`src/rtl/onewire_pkg.sv`:
```
// Shared constants, read-engine state type and counter sizing for the 1-Wire master engines.
package onewire_pkg;

  localparam int CLKS_PER_US  = 27;
  localparam int T_LOW_US     = 6;
  localparam int T_SAMPLE_US  = 15;
  localparam int T_RD_SLOT_US = 70;
  localparam int T_WR_SLOT_US = 70;

  typedef enum logic [1:0] {
    IDLE = 2'd0,
    SLOT = 2'd1,
    DONE = 2'd2
  } rd_state_t;

  // One spare bit so the terminal count never aliases to zero.
  function automatic int cnt_width(input int slot_cycles);
    return $clog2(slot_cycles) + 1;
  endfunction

endpackage

```
`src/rtl/onewire_sync.sv`:
```
// Two-flop synchronizer for the raw 1-Wire line; resets to the idle-high bus level.
module onewire_sync #(
  parameter logic RST_VAL = 1'b1
) (
  input  logic clk,
  input  logic rst_n,
  input  logic d,
  output logic q
);

  logic meta_q, meta_d;
  logic sync_q, sync_d;

  always_comb begin
    meta_d = d;
    sync_d = meta_q;
  end

  always_ff @(posedge clk) begin
    if (!rst_n) begin
      meta_q <= RST_VAL;
      sync_q <= RST_VAL;
    end else begin
      meta_q <= meta_d;
      sync_q <= sync_d;
    end
  end

  assign q = sync_q;

endmodule

```
`src/rtl/onewire_read.sv`:
```
// 1-Wire master read-byte engine: eight read slots, LSB-first assembly into data.
// Optional macro ONEWIRE_READ_MAJORITY_EN stores a 2-of-3 vote around the sample point.
module onewire_read
  import onewire_pkg::*;
#(
  parameter int CLKS_PER_US = onewire_pkg::CLKS_PER_US,
  parameter int T_LOW_US    = onewire_pkg::T_LOW_US,
  parameter int T_SAMPLE_US = onewire_pkg::T_SAMPLE_US,
  parameter int T_SLOT_US   = onewire_pkg::T_RD_SLOT_US
) (
  input  logic       clk,
  input  logic       rst_n,
  input  logic       enable,
  input  logic       bus_in,
  output logic       drive_low,
  output logic       done,
  output logic [7:0] data
);

  localparam int LOW_CYC  = T_LOW_US * CLKS_PER_US;
  localparam int SMP_CYC  = T_SAMPLE_US * CLKS_PER_US;
  localparam int SLOT_CYC = T_SLOT_US * CLKS_PER_US;
  localparam int CW       = cnt_width(SLOT_CYC);

  localparam logic [CW-1:0] LOW_C  = CW'(LOW_CYC);
  localparam logic [CW-1:0] SMP_C  = CW'(SMP_CYC);
  localparam logic [CW-1:0] LAST_C = CW'(SLOT_CYC - 1);

  if (CLKS_PER_US < 1 || !(T_LOW_US < T_SAMPLE_US) || !(T_SAMPLE_US < T_SLOT_US)) begin : g_bad_timing
    $error("onewire_read: timing parameters out of order");
  end

  rd_state_t       state_q, state_d;
  logic [CW-1:0]   cnt_q, cnt_d;
  logic [2:0]      bit_idx_q, bit_idx_d;
  logic [7:0]      shreg_q, shreg_d;
  logic [7:0]      data_q, data_d;
  logic            done_q, done_d;
  logic            drive_low_q, drive_low_d;
  logic            bus_s;
  logic            smp_bit;

  onewire_sync #(.RST_VAL(1'b1)) u_sync (
    .clk   (clk),
    .rst_n (rst_n),
    .d     (bus_in),
    .q     (bus_s)
  );

`ifdef ONEWIRE_READ_MAJORITY_EN
  localparam logic [CW-1:0] SMP_M2_C = CW'(SMP_CYC - 2);
  localparam logic [CW-1:0] SMP_M1_C = CW'(SMP_CYC - 1);

  if (SMP_CYC < LOW_CYC + 2) begin : g_bad_majority
    $error("onewire_read: majority window overlaps the low phase");
  end

  logic early_q, early_d;
  logic late_q, late_d;

  always_comb begin
    early_d = early_q;
    late_d  = late_q;
    if (state_q == SLOT && cnt_q == SMP_M2_C) early_d = bus_s;
    if (state_q == SLOT && cnt_q == SMP_M1_C) late_d  = bus_s;
    smp_bit = (early_q & late_q) | (early_q & bus_s) | (late_q & bus_s);
  end

  always_ff @(posedge clk) begin
    if (!rst_n) begin
      early_q <= 1'b1;
      late_q  <= 1'b1;
    end else begin
      early_q <= early_d;
      late_q  <= late_d;
    end
  end
`else
  assign smp_bit = bus_s;
`endif

  always_comb begin
    state_d   = state_q;
    cnt_d     = cnt_q;
    bit_idx_d = bit_idx_q;
    shreg_d   = shreg_q;
    data_d    = data_q;
    done_d    = done_q;

    if (!enable) begin
      // Abort or normal release: everything but the last good byte is cleared.
      state_d   = IDLE;
      cnt_d     = '0;
      bit_idx_d = '0;
      shreg_d   = '0;
      done_d    = 1'b0;
    end else begin
      case (state_q)
        IDLE: begin
          if (!done_q) begin
            state_d   = SLOT;
            cnt_d     = '0;
            bit_idx_d = '0;
          end
        end
        SLOT: begin
          if (cnt_q == SMP_C) shreg_d[bit_idx_q] = smp_bit;
          if (cnt_q == LAST_C) begin
            cnt_d     = '0;
            bit_idx_d = bit_idx_q + 3'd1;
            if (bit_idx_q == 3'd7) begin
              state_d = DONE;
              data_d  = shreg_d;
              done_d  = 1'b1;
            end
          end else begin
            cnt_d = cnt_q + 1'b1;
          end
        end
        DONE: begin
          state_d = DONE;
        end
        default: state_d = IDLE;
      endcase
    end

    // Registered pad drive, aligned with the counter value it belongs to.
    drive_low_d = (state_d == SLOT) && (cnt_d < LOW_C);
  end

  always_ff @(posedge clk) begin
    if (!rst_n) begin
      state_q     <= IDLE;
      cnt_q       <= '0;
      bit_idx_q   <= '0;
      shreg_q     <= '0;
      data_q      <= '0;
      done_q      <= 1'b0;
      drive_low_q <= 1'b0;
    end else begin
      state_q     <= state_d;
      cnt_q       <= cnt_d;
      bit_idx_q   <= bit_idx_d;
      shreg_q     <= shreg_d;
      data_q      <= data_d;
      done_q      <= done_d;
      drive_low_q <= drive_low_d;
    end
  end

  assign drive_low = drive_low_q;
  assign done      = done_q;
  assign data      = data_q;

endmodule

```
`config.mk`:
```
export PLATFORM = sky130hd
export DESIGN_NAME = onewire_read
export DESIGN_NICKNAME = d
export VERILOG_FILES = /design/src/rtl/onewire_pkg.sv /design/src/rtl/onewire_sync.sv /design/src/rtl/onewire_read.sv
export SDC_FILE = /design/constraint.sdc
export NUM_CORES = 1
export LEC_CHECK = 0
export BUFFER_PORTS_ARGS = -buffer_cell sky130_fd_sc_hd__buf_2
export CAP_MARGIN = 20
export CORE_MARGIN = 4
export CORE_UTILIZATION = 50
export CTS_BUF_LIST = sky130_fd_sc_hd__clkbuf_8
export CTS_CLUSTER_SIZE = 20
export DETAILED_ROUTE_END_ITERATION = 10
export GPL_ROUTABILITY_DRIVEN = 0
export GPL_TIMING_DRIVEN = 1
export PLACE_DENSITY = 0.68
export SLEW_MARGIN = 20
export SYNTH_ARGS = -nofsm -noshare
export SYNTH_HDL_FRONTEND = slang
export SYNTH_SLANG_ARGS = --single-unit
```
`constraint.sdc`:
```
create_clock -name clk -period 3.06 [get_ports clk]
set_input_delay 0.153 -clock clk [delete_from_list [all_inputs] [get_ports clk]]
set_output_delay 0.153 -clock clk [all_outputs]
set_load 0.01 [all_outputs]
```
==> results.toml <==
[synthesis]
syn_inst = 230
syn_area_mm2 = 0.00197
yosysWarnings = 0
synth_nets = 238
synth_top_area_share_pct = 37.6
syn_avg_cell_area_um2 = 8.56
synth.most_common_cell = "dfxtp_1"
synthTopCellsByCount = "dfxtp_1 (37), nor2_1 (30), nand2_1 (26), a21oi_1 (11), o21ai_0 (9)"
seq_area_frac_synth_pct = 37.6
synth-async-reset-ratio_pct = 0
ys_types = 54
synthFlopType = "dfxtp_1"
synth_top_cell_by_area = "dfxtp_1"
yosys-top-cells-area = "dfxtp_1 (38%), nor2_1 (5.7%), nand2_1 (5.0%), mux2i_1 (4.1%), o211a_1 (4.1%)"
synth_edf_count = 0
ys_ff_latch = 37

[layout]
stdcell_count = 285
design_area_mm2 = 0.00213
syn2layout_area_growth_pct = 8.39
fin_util_pct = 57.0
num_antenna_cells = 0
drive_gt1_share_pct = 15.6
nets = 244

[global_route]
grt_pass1_wl_mm = 7.35
antenna_found_initial = 0
track_usage_pct = 18.4
grt_overflow = 0
grt_pass1_vias = 1474
grt_max_degree = 25

[min_path]
min-delay-start = "bus_in"
hold_depth = 2
hold_path.class = "in -> reg"
min_to = "u_sync.meta_q"

[clock_tree]
cts_hold_buf = 0
cts_buffer_depth = 2
cts_setup_buffers = 0
clk_pin_slew_ns = 0.07
cts_buffers = 5
cts.sinks = 37
ctsHtreeMaxLevel = 2
cts_tree = "yes"
clock_latency_ns = 0.30
clock-root-buffer = "clkbuf_8"
cts.repair.resized = 0

[timing]
hold_violations = 0
post-route-period-util_pct = 80.0
setup_tns_ns = 0
finalCriticalPeriod_ns = 2.45
tightestPinTransition_ns = 0.795
finalMaxSlewViolations = 0
clock_skew_ns = 0.00900
max_freq_mhz = 409
layout_setup_ws_ns = 0.612
rsz0062_at_grt = "no"
setup_viol = 0
hold_ws_ns = 0.0498
relSlewSlack_pct = 46.8

[route]
dr_total_vias = 1661
avgRoutedWirePerCell_um = 15.1
first_iter_violations = 169
drtPass1Iterations = 4
via_per_inst = 5.83
drt_wl_total_mm = 4.30
ant_nets = 0
drc = 0

[worst_setup_path]
reg2reg_slack_ns = 0.61
critPathLaunchType = "flop"
r2r-end = "data[2]"
reg2reg_depth = 7
cp_max_fo = 6
worstReg2RegStart = "cnt_q[0]"
criticalPathCategory = "reg -> reg"
end_kind = "flop"
cp.arrival_ns = 2.63
cp_data_required_time_ns = 3.25

[die]
placement_rows = 22
fp.dieW_um = 70.7
initial_core_util_pct = 52.6
fp.coreArea_mm2 = 0.00374
die_area_mm2 = 0.00500
die_h_um = 70.7
top_level_ports = 14

[power]
ir_drop_mv = 0.319
power_leakage_nw = 0.904
power_mw = 0.986
cellPowerDensity_mw_per_mm2 = 462

[placement]
io_buffers = 13
placed_cell_area_mm2 = 0.00202
place_ws_ns = 0.604
placed_cells = 277
place_hpwl_mm = 2.95

[run]
cap_violations = 0

[outcome]
status = "finished clean"
==> registers in the layout, indices dropped and copies added, names as in the netlist <==
signal,cells
cnt_q,12
data,8
shreg_q,8
bit_idx_q,3
state_q,2
done,1
drive_low,1
u_sync.meta_q,1
u_sync.q,1
==> cells in the final DEF, fill, tap and decap left out, types with 2 or more instances in the layout <==
master,instances
nor2_1,30
nand3_1,7
a21o_1,2
inv_1,7
nor3b_2,2
o211a_1,8
mux2i_1,8
or4_4,2
clkbuf_8,6
nand2_1,26
buf_2,13
a211oi_1,7
nand3b_1,2
ha_1,4
a21oi_1,11
a31oi_1,3
and4_1,2
nor2b_1,6
a22oi_1,2
nand4_1,2
buf_4,3
o21ai_0,9
nor3_1,3
nand2b_1,3
nor4_1,4
a311oi_1,2
dfxtp_1,37
==> worst max-delay path by stage <==
| stage | start | end | depth (start not counted) |
|---|---|---|---|
| 3_3_place_gp | cnt_q[0] | data[2] | 7 |
| 3_5_place_dp | cnt_q[0] | data[6] | 6 |
| 6_report | cnt_q[0] | data[2] | 7 |
| 4_1_cts | cnt_q[0] | data[6] | 6 |
| 5_1_grt | cnt_q[0] | data[3] | 6 |
| 2_1_floorplan | cnt_q[0] | data[5] | 7 |
==> cells by family after synthesis <==
| group | count (synthesis) | share of synthesized area (%) |
|---|---|---|
| simple gates | 98 | 26.1 |
| fa+ha+maj | 4 | 2.54 |
| buf+inv | 23 | 6.17 |
| mux | 8 | 4.07 |
| compound gates | 58 | 22.6 |
| xor+xnor | 2 | 0.890 |
| flops | 37 | 37.6 |
==> worst max-delay path, stage by stage (launching register included) <==
cell and delay (ns):
dfxtp_1 0.40, ha_1 0.17, or3b_4 0.41, nor4_1 0.66, nand3b_1 0.17, mux2i_1 0.30
nand2_1 0.09, o211a_1 0.14
==> power breakdown <==
group          total, mW  switching [mW]  internal (mW)  leakage [nW]
combinational     0.0506          0.0331         0.0175         0.542
clock              0.443           0.180          0.262        0.0626
sequential         0.493         0.00505          0.488         0.300
==> layer usage <==
metal  GRT usage, %  vias to the layer above  routed length [µm]
li1               -                      842                   -
met1           28.1                      771                2270
met2           24.6                       40                1760
met3           4.83                        8                 206
met4           6.68                        0                  76
met5              0                        -                   0
==> area by class of cell <==
class	count	area, µm²
Timing Repair Buffer	16	87.6
Sequential cell	37	741
Clock inverter	2	33.8
Tap cell	48	60.1
Fill cell	388	1610
Inverter	6	22.5
Clock buffer	6	82.6
Multi-Input combinational cell	170	1110
Note: power is estimated with default switching activity, not from simulation.
